==> config.mk <==
export PLATFORM = sky130hd
export DESIGN_NAME = uart_tx_buffered_flat
export DESIGN_NICKNAME = d
export VERILOG_FILES = /design/src/rtl/uart_tx_buffered_pkg.sv /design/src/rtl/uart_tx_buffered_if.sv /design/src/rtl/uart_tx_buffered_tx_byte_fifo.sv /design/src/rtl/uart_tx_buffered.sv /design/src/flat_wrapper.sv
export SDC_FILE = /design/constraint.sdc
export NUM_CORES = 1
export LEC_CHECK = 0
export CORE_MARGIN = 2
export CORE_UTILIZATION = 61
export DETAILED_ROUTE_END_ITERATION = 8
export PLACE_DENSITY = 0.84
export RECOVER_POWER = 50
export SLEW_MARGIN = 0
export SYNTH_ARGS = -nofsm -noshare
export SYNTH_HDL_FRONTEND = slang
export SYNTH_SLANG_ARGS = --single-unit
==> constraint.sdc <==
create_clock -name clk -period 3.81 [get_ports clk]
set_input_delay 0.5715 -clock clk [delete_from_list [all_inputs] [get_ports clk]]
set_output_delay 0.5715 -clock clk [all_outputs]
set_load 0.05 [all_outputs]
==> src/rtl/uart_tx_buffered_pkg.sv <==
// Shared definitions for the UART transmit/receive slice.
//   - PAR_NONE / PAR_ODD / PAR_EVEN : encodings of the PARITY parameter
//   - tx_state_t                    : framing FSM states
//   - clks_per_bit()                : system clocks per serial bit
//   - parity_bit()                  : parity bit for a data byte
package uart_pkg;

   localparam int PAR_NONE = 0;
   localparam int PAR_ODD  = 1;
   localparam int PAR_EVEN = 2;

   typedef enum logic [2:0] {
      ST_IDLE,
      ST_START,
      ST_DATA,
      ST_PARITY,
      ST_STOP
   } tx_state_t;

   // Integer division; the caller guarantees the result is at least 2.
   function automatic int clks_per_bit(input int freq, input int baud);
      return freq / baud;
   endfunction

   // Odd parity makes the total count of ones (data + parity) odd,
   // even parity makes it even.
   function automatic logic parity_bit(input logic [7:0] data, input int mode);
      return (mode == PAR_ODD) ? ~^data : ^data;
   endfunction

endpackage

==> src/rtl/uart_tx_buffered_if.sv <==
// Write port of the buffered UART transmitter.
//   wr_valid : write request from upstream
//   wr_data  : byte to transmit
//   wr_ready : transmitter FIFO can accept (not full)
//   overflow : one-cycle pulse after a write that hit a full FIFO
// master = upstream producer, slave = transmitter.
interface uart_tx_buffered_if;

   logic       wr_valid;
   logic [7:0] wr_data;
   logic       wr_ready;
   logic       overflow;

   modport master (
      output wr_valid,
      output wr_data,
      input  wr_ready,
      input  overflow
   );

   modport slave (
      input  wr_valid,
      input  wr_data,
      output wr_ready,
      output overflow
   );

endinterface

==> src/rtl/uart_tx_buffered_tx_byte_fifo.sv <==
// Synchronous FIFO with a first-word-fall-through head.
//   clk, reset : clock, asynchronous active-high reset (clears pointers)
//   push       : write request; ignored while full
//   push_data  : data written on an accepted push
//   pop        : consume the head entry; ignored while empty
//   head       : current head entry, valid whenever empty is low
//   level      : number of stored entries (0..DEPTH)
//   full/empty : occupancy flags, both derived from level
// A pop on a full FIFO does not free a slot for a push in the same cycle:
// full is evaluated on the state before the edge. Used by the transmit path
// and sized generically so the receive path can reuse it.
module tx_byte_fifo #(
   parameter int WIDTH = 8,
   parameter int DEPTH = 16
) (
   input  logic                     clk,
   input  logic                     reset,
   input  logic                     push,
   input  logic [WIDTH-1:0]         push_data,
   input  logic                     pop,
   output logic [WIDTH-1:0]         head,
   output logic [$clog2(DEPTH):0]   level,
   output logic                     full,
   output logic                     empty
);

   localparam int AW = $clog2(DEPTH);
   // DEPTH is a power of two, so the full count is a single set MSB.
   localparam logic [AW:0] DEPTH_COUNT = {1'b1, {AW{1'b0}}};

   logic [WIDTH-1:0] mem [DEPTH];
   logic [AW-1:0]    wr_ptr;
   logic [AW-1:0]    rd_ptr;
   logic [AW:0]      count;
   logic             do_push;
   logic             do_pop;

   assign do_push = push && !full;
   assign do_pop  = pop && !empty;
   assign full    = (count == DEPTH_COUNT);
   assign empty   = (count == '0);
   assign level   = count;
   assign head    = mem[rd_ptr];

   // NOTE: the storage array has no reset; a slot is only read after it has
   // been written, so clearing it would just cost a reset tree on every bit.
   always_ff @(posedge clk) begin
      if (do_push) begin
         mem[wr_ptr] <= push_data;
      end
   end

   // NOTE: state updates use non-blocking assignments so every register
   // samples pre-edge values regardless of statement order.
   always_ff @(posedge clk or posedge reset) begin
      if (reset) begin
         wr_ptr <= '0;
         rd_ptr <= '0;
         count  <= '0;
      end else begin
         // Pointer width equals log2(DEPTH), so increments wrap naturally.
         if (do_push) begin
            wr_ptr <= wr_ptr + 1'b1;
         end
         if (do_pop) begin
            rd_ptr <= rd_ptr + 1'b1;
         end
         case ({do_push, do_pop})
            2'b10:   count <= count + 1'b1;
            2'b01:   count <= count - 1'b1;
            default: count <= count;
         endcase
      end
   end

endmodule

==> src/rtl/uart_tx_buffered.sv <==
// Buffered UART transmitter: a byte FIFO fed by a valid/ready write port,
// drained by a framing engine that sends start, 8 data bits LSB-first,
// optional parity and 1 or 2 stop bits.
//   clk, reset : clock, asynchronous active-high reset (aborts any frame)
//   wr         : write port (wr_valid, wr_data, wr_ready, overflow)
//   tx_enable  : gates the start of new frames; a running frame completes
//   tx         : registered serial output, idle high
//   busy       : high while a frame is on the line
//   level      : bytes waiting in the FIFO
module uart_tx_buffered
   import uart_pkg::*;
#(
   parameter int CLK_FREQ  = 50000000,
   parameter int BAUD      = 115200,
   parameter int DEPTH     = 16,
   parameter int PARITY    = PAR_NONE,
   parameter int STOP_BITS = 1
) (
   input  logic                     clk,
   input  logic                     reset,
   uart_tx_buffered_if.slave        wr,
   input  logic                     tx_enable,
   output logic                     tx,
   output logic                     busy,
   output logic [$clog2(DEPTH):0]   level
);

   localparam int            CPB        = clks_per_bit(CLK_FREQ, BAUD);
   localparam int            TW         = (CPB > 1) ? $clog2(CPB) : 1;
   localparam logic [TW-1:0] BIT_LAST   = TW'(CPB - 1);
   localparam logic          HAS_PARITY = (PARITY != PAR_NONE);
   localparam logic          TWO_STOP   = (STOP_BITS == 2);

   tx_state_t     state;
   logic [TW-1:0] bit_timer;
   logic [7:0]    shreg;
   logic [2:0]    bit_idx;
   logic          stop_idx;
   logic          par_bit;
   logic          overflow_q;

   logic [7:0]    fifo_head;
   logic          fifo_full;
   logic          fifo_empty;

   logic          bit_done;
   logic          last_stop;
   logic          start_frame;

   tx_byte_fifo #(
      .WIDTH (8),
      .DEPTH (DEPTH)
   ) u_fifo (
      .clk       (clk),
      .reset     (reset),
      .push      (wr.wr_valid),
      .push_data (wr.wr_data),
      .pop       (start_frame),
      .head      (fifo_head),
      .level     (level),
      .full      (fifo_full),
      .empty     (fifo_empty)
   );

   assign wr.wr_ready = !fifo_full;
   assign wr.overflow = overflow_q;

   // A frame starts either from idle or straight out of the terminal count
   // of the last stop bit, which gives back-to-back frames with no gap.
   // The same signal pops the FIFO so the head is consumed on the load edge.
   always_comb begin
      // NOTE: every output of this block is assigned a default first, so no
      // path through it can leave a value held and infer a latch.
      bit_done    = (bit_timer == BIT_LAST);
      last_stop   = !TWO_STOP || stop_idx;
      start_frame = 1'b0;
      if (!fifo_empty && tx_enable) begin
         if (state == ST_IDLE) begin
            start_frame = 1'b1;
         end else if (state == ST_STOP && bit_done && last_stop) begin
            start_frame = 1'b1;
         end
      end
   end

   // Write rejected because the FIFO was full: flag it for one cycle.
   always_ff @(posedge clk or posedge reset) begin
      if (reset) begin
         overflow_q <= 1'b0;
      end else begin
         overflow_q <= wr.wr_valid && fifo_full;
      end
   end

   // Framing FSM. tx and busy are registered alongside the state so the line
   // changes exactly on bit boundaries and busy tracks state != IDLE.
   always_ff @(posedge clk or posedge reset) begin
      if (reset) begin
         state     <= ST_IDLE;
         tx        <= 1'b1;
         busy      <= 1'b0;
         bit_timer <= '0;
         shreg     <= '0;
         bit_idx   <= '0;
         stop_idx  <= 1'b0;
         par_bit   <= 1'b0;
      end else if (start_frame) begin
         state     <= ST_START;
         tx        <= 1'b0;
         busy      <= 1'b1;
         bit_timer <= '0;
         shreg     <= fifo_head;
         bit_idx   <= '0;
         stop_idx  <= 1'b0;
         // Latched at load so the parity bit does not depend on the shifted
         // contents of shreg later in the frame.
         par_bit   <= parity_bit(fifo_head, PARITY);
      end else begin
         if (state != ST_IDLE) begin
            bit_timer <= bit_done ? '0 : bit_timer + 1'b1;
         end
         case (state)
            ST_IDLE: begin
               tx <= 1'b1;
            end
            ST_START: begin
               if (bit_done) begin
                  state <= ST_DATA;
                  tx    <= shreg[0];
               end
            end
            ST_DATA: begin
               if (bit_done) begin
                  if (bit_idx == 3'd7) begin
                     if (HAS_PARITY) begin
                        state <= ST_PARITY;
                        tx    <= par_bit;
                     end else begin
                        state <= ST_STOP;
                        tx    <= 1'b1;
                     end
                  end else begin
                     // shreg[0] is on the line; shreg[1] is the next bit.
                     bit_idx <= bit_idx + 1'b1;
                     shreg   <= shreg >> 1;
                     tx      <= shreg[1];
                  end
               end
            end
            ST_PARITY: begin
               if (bit_done) begin
                  state <= ST_STOP;
                  tx    <= 1'b1;
               end
            end
            ST_STOP: begin
               if (bit_done) begin
                  if (last_stop) begin
                     state <= ST_IDLE;
                     busy  <= 1'b0;
                  end else begin
                     stop_idx <= 1'b1;
                  end
               end
            end
            default: begin
               state <= ST_IDLE;
               tx    <= 1'b1;
               busy  <= 1'b0;
            end
         endcase
      end
   end

endmodule
==> src/flat_wrapper.sv <==
// flat-port wrapper written by rule: the top's interface ports become plain ports
module uart_tx_buffered_flat import uart_pkg::*;
#(
   parameter int CLK_FREQ  = 50000000,
   parameter int BAUD      = 115200,
   parameter int DEPTH     = 16,
   parameter int PARITY    = PAR_NONE,
   parameter int STOP_BITS = 1
)
  (clk, reset, tx_enable, tx, busy, level, wr_wr_valid, wr_wr_data, wr_wr_ready, wr_overflow);
  uart_tx_buffered_if wr_i ();
  input  logic clk;
  input  logic reset;
  input  logic tx_enable;
  output logic tx;
  output logic busy;
  output logic [$clog2(DEPTH):0] level;
  input wire logic [$bits(wr_i.wr_valid)-1:0] wr_wr_valid;
  input wire logic [$bits(wr_i.wr_data)-1:0] wr_wr_data;
  output wire logic [$bits(wr_i.wr_ready)-1:0] wr_wr_ready;
  output wire logic [$bits(wr_i.overflow)-1:0] wr_overflow;
  assign wr_i.wr_valid = wr_wr_valid;
  assign wr_i.wr_data = wr_wr_data;
  assign wr_wr_ready = wr_i.wr_ready;
  assign wr_overflow = wr_i.overflow;
  uart_tx_buffered #(.CLK_FREQ(CLK_FREQ), .BAUD(BAUD), .DEPTH(DEPTH), .PARITY(PARITY), .STOP_BITS(STOP_BITS)) u_core (.clk(clk), .reset(reset), .wr(wr_i), .tx_enable(tx_enable), .tx(tx), .busy(busy), .level(level));
endmodule
==> flow_metrics.tcl <==
set metrics [dict create \
    initial_core_util_pct 61.76 \
    yosysUniqueCellTypes 48 \
    intPower_mw 3.820 \
    synth_ff_type "edfxtp_1" \
    die_y_um 111.1 \
    worstPathRequired_ns 4.11 \
    drtIter0Drc 329 \
    areaGrowthSynthToFinish_pct 12.44 \
    cp_max_fo 10 \
    clk_pin_slew_ns 0.07 \
    cts_resized 0 \
    fp.coreArea_sq_mm 0.01132 \
    grt-ovfl-total 0 \
    p_seq_share_pct 45.3 \
    worstSetupEndpointType "flip-flop" \
    r2r-end "u_core.u_fifo.level[4]$_DFFE_PP0P_" \
    post_cts_buffers 0 \
    setup_slack_ns 0.9166 \
    grt_pass1_wl_um 21310 \
    utilization_pct 69.44 \
    gp_congestion 0.8236 \
    dieArea_sq_mm 0.01233 \
    dpl.hpwl_um 8168 \
    firstDrtPassIters 5 \
    min_period_ns 2.893 \
    swShare_pct 32.46 \
    skew_ns 0.01249 \
    hold_depth 1 \
    combPwrFrac_pct 27.4 \
    rsz0062_at_grt "no" \
    syn_nets 462 \
    status "finished clean" \
    drc 0 \
    slew_headroom_pct 26.75 \
    wl_per_cell_um 21.45 \
    critical_path_arrival_ns 3.19 \
    cts_tree "yes" \
    path_class "flip-flop to flip-flop" \
    vias_per_cell 6.204 \
    htreeDepth 4 \
    power_frac_clock_pct 27.2 \
    final_cells 617 \
    r2r_cells 12 \
    die-width_um 111.1 \
    io_buffer_count 20 \
    r2r_slack_ns 0.92 \
    min_path_type "flip-flop to flip-flop" \
    power_mw 5.655 \
    critPathMaxStageDelay_ns 0.49 \
    drive_above_1_share_pct 16.24 \
    timing.final.crit_share_pct 75.94 \
    track_usage_pct 23.46 \
    peakVddDrop_uv 501.3 \
    syn_inst 437 \
    grt_max_degree 36 \
    max_slew.worst_pin.slew_ns 1.090 \
    finalSetupTns_ns 0 \
    num_vias 3828 \
    timing.fmax_mhz 345.6 \
    synth_seq_cells 167 \
    hold_violations 0 \
    whs_endpoint "u_core.bit_idx[0]$_DFFE_PP0P_" \
    syn_avg_cell_area_sq_um 16.00 \
    setup_viol 0 \
    syn_area_sq_mm 0.006992 \
    cts_buffers 17 \
    ctsHoldBuffers 0 \
    cts_sinks 167 \
    cp-start-kind "flip-flop" \
    ys_seq_area_share_pct 68.95 \
    synth_warnings 0 \
    synth_async_sr_flop_share_pct 23.35 \
    crit_chain "nor4_1 -> nand2_1 -> and2_0 -> inv_1 -> ha_1 -> xor2_1 -> ha_1 -> nor2b_1 -> o21ai_0 -> a31oi_1 -> nor2_1 -> xor2_1" \
    antenna_cells 0 \
    clk_latency_ns 0.43 \
    grt_antenna_before_repair 0 \
    total_leakage_power_nw 2.793 \
    ios 21 \
    p_switching_mw 1.835 \
    grt_pass1_vias 3869 \
    clockRootBuffer "clkbuf_16" \
    postRouteAntennaNets 0 \
    crit-reg2reg-launch "u_core.u_fifo.level[1]$_DFFE_PP0P_" \
    synth_edf_count 128 \
    drv_slew 0 \
    nets 486 \
    drv_cap 0 \
    crit_slowest_cell "dfrtp_1" \
    fp-row-count 39 \
    pre_cts_ws_ns 0.8957 \
    routed_wl_um 13230 \
    dp.cells 585 \
    power_density_mw_per_mm2 719.4 \
    cts_buffer_depth 2 \
    hold_start "u_core.bit_idx[0]$_DFFE_PP0P_" \
]
[cell usage in the layout (no fill, tap or decap), types with 3 or more instances in the layout]
cell type	netlist	layout
edfxtp_1	128	128
dfrtp_1	38	37
nand2_1	34	34
mux4_2	31	31
nor2_1	28	28
clkbuf_16	0	17
a22oi_1	15	15
ha_1	13	13
xnor2_1	12	12
clkdlybuf4s50_1	0	11
mux2i_1	10	10
a21oi_1	11	10
o21ai_0	10	10
inv_1	10	10
dlygate4sd3_1	0	9
buf_4	0	8
xor2_1	6	6
nor3_1	5	5
o21ai_1	5	5
and2_1	5	4
nand3_1	4	4
nand2b_1	4	4
nor2b_1	4	4
o22ai_1	4	4
inv_6	0	4
nand4_1	3	3
mux2_2	3	3
a31oi_1	3	3
clkinv_1	0	3
clkbuf_1	13	3
[final cells by class]
cell class | instances | area, sq um
Clock inverter | 14 | 100.1
Fill cell | 728 | 3460
Multi-Input combinational cell | 235 | 2026
Tap cell | 143 | 178.9
Clock buffer | 18 | 429.2
Timing Repair Buffer | 30 | 267.8
Sequential cell | 167 | 4822
Inverter | 10 | 37.54
[synth_stat cells, types with 2 or more instances]
library cell	number	area (sq um)
nand4_1	3	18.77
a22oi_1	15	112.6
a21boi_0	2	15.01
and2_1	5	31.28
edfxtp_1	128	3844
a21o_1	2	15.01
mux2i_1	10	100.1
nor2_1	28	105.1
dfrtp_1	38	950.9
clkbuf_1	13	48.80
xnor2_1	12	105.1
a21oi_1	11	55.05
nand2b_1	4	25.02
nor3_1	5	25.02
nand2_1	34	127.6
nor3b_1	2	15.01
o21ai_0	10	50.05
buf_2	8	40.04
nor4_1	2	12.51
buf_1	3	11.26
mux2_2	3	33.78
xor2_1	6	52.55
o21ai_1	5	25.02
o22ai_1	4	25.02
o211ai_1	2	15.01
nor2b_1	4	25.02
mux4_2	31	698.2
ha_1	13	162.7
a31oi_1	3	18.77
inv_1	10	37.54
nand3_1	4	20.02
[worst max path at each step]
stage	start	end	slack [ns]	cells after the start
floorplan	u_core.u_fifo.level[1]$_DFFE_PP0P_	u_core.u_fifo.level[4]$_DFFE_PP0P_	0.38	15
global placement	wr_wr_valid	u_core.u_fifo.level[4]$_DFFE_PP0P_	0.96	11
detailed placement	wr_wr_valid	u_core.u_fifo.level[4]$_DFFE_PP0P_	0.90	11
CTS	u_core.u_fifo.level[1]$_DFFE_PP0P_	u_core.u_fifo.level[4]$_DFFE_PP0P_	1.0	12
global route	u_core.u_fifo.level[1]$_DFFE_PP0P_	u_core.u_fifo.level[4]$_DFFE_PP0P_	0.64	12
finish	u_core.u_fifo.level[1]$_DFFE_PP0P_	u_core.u_fifo.level[4]$_DFFE_PP0P_	0.92	12
[per-layer routing]
| metal | vias to the layer above | wire, um | track usage [%] |
|---|---|---|---|
| li1 | 1716 | - | - |
| met1 | 1968 | 5412 | 31.16 |
| met2 | 121 | 6937 | 38.16 |
| met3 | 23 | 685 | 6.506 |
| met4 | 0 | 198 | 8.066 |
| met5 | - | 0 | 0 |
[critical path: cells and delay by family (launching register included)]
family | cells | cell delay, ns
AOI/OAI and AO/OA | 2 | 0.24
xor gates and xnor gates | 2 | 0.32
adders and majority gates | 2 | 0.54
buffers and inverters | 1 | 0.14
DFF | 1 | 0.49
and+or+nand+nor | 5 | 1.04
[flip-flops by register name, indices dropped and copies added, names as in the netlist, 3 cells and up]
signal,count
u_core.bit_idx,3
u_core.bit_timer,9
u_core.shreg,8
u_core.state,3
u_core.u_fifo.level,5
u_core.u_fifo.mem,128
u_core.u_fifo.rd_ptr,4
u_core.u_fifo.wr_ptr,4
[power groups by stage]
stage          Sequential (mW)  Clock [mW]  Combinational [mW]
2_1_floorplan             2.53           0                1.18
3_3_place_gp              2.57           0                1.50
3_5_place_dp              2.59           0                1.54
4_1_cts                   2.56        1.57                1.56
5_1_grt                   2.61        1.64                1.68
6_report                  2.56        1.54                1.55
[cells by family after synthesis]
kind of cell / after synthesis / synth area share [%]
buffers and inverters: 35 / 2.130
AND/OR/NAND/NOR: 98 / 6.693
flip-flops: 167 / 68.95
multiplexers: 44 / 11.90
XOR/XNOR: 18 / 2.255
adder cells (fa/ha/maj): 13 / 2.326
AO/OA/AOI/OAI: 62 / 5.744
[per-stage QoR]
stage | hold WS (ns) | area [sq um]
final | 0.4987 | 7861
after global routing | 0.5234 | 7861
after CTS | 0.4997 | 7869
after detailed placement | 0.4860 | 7340
after global placement | 0.4690 | 7340
after floorplan | 0.4520 | 6992
No activity file was read; power rests on OpenSTA's default activity.
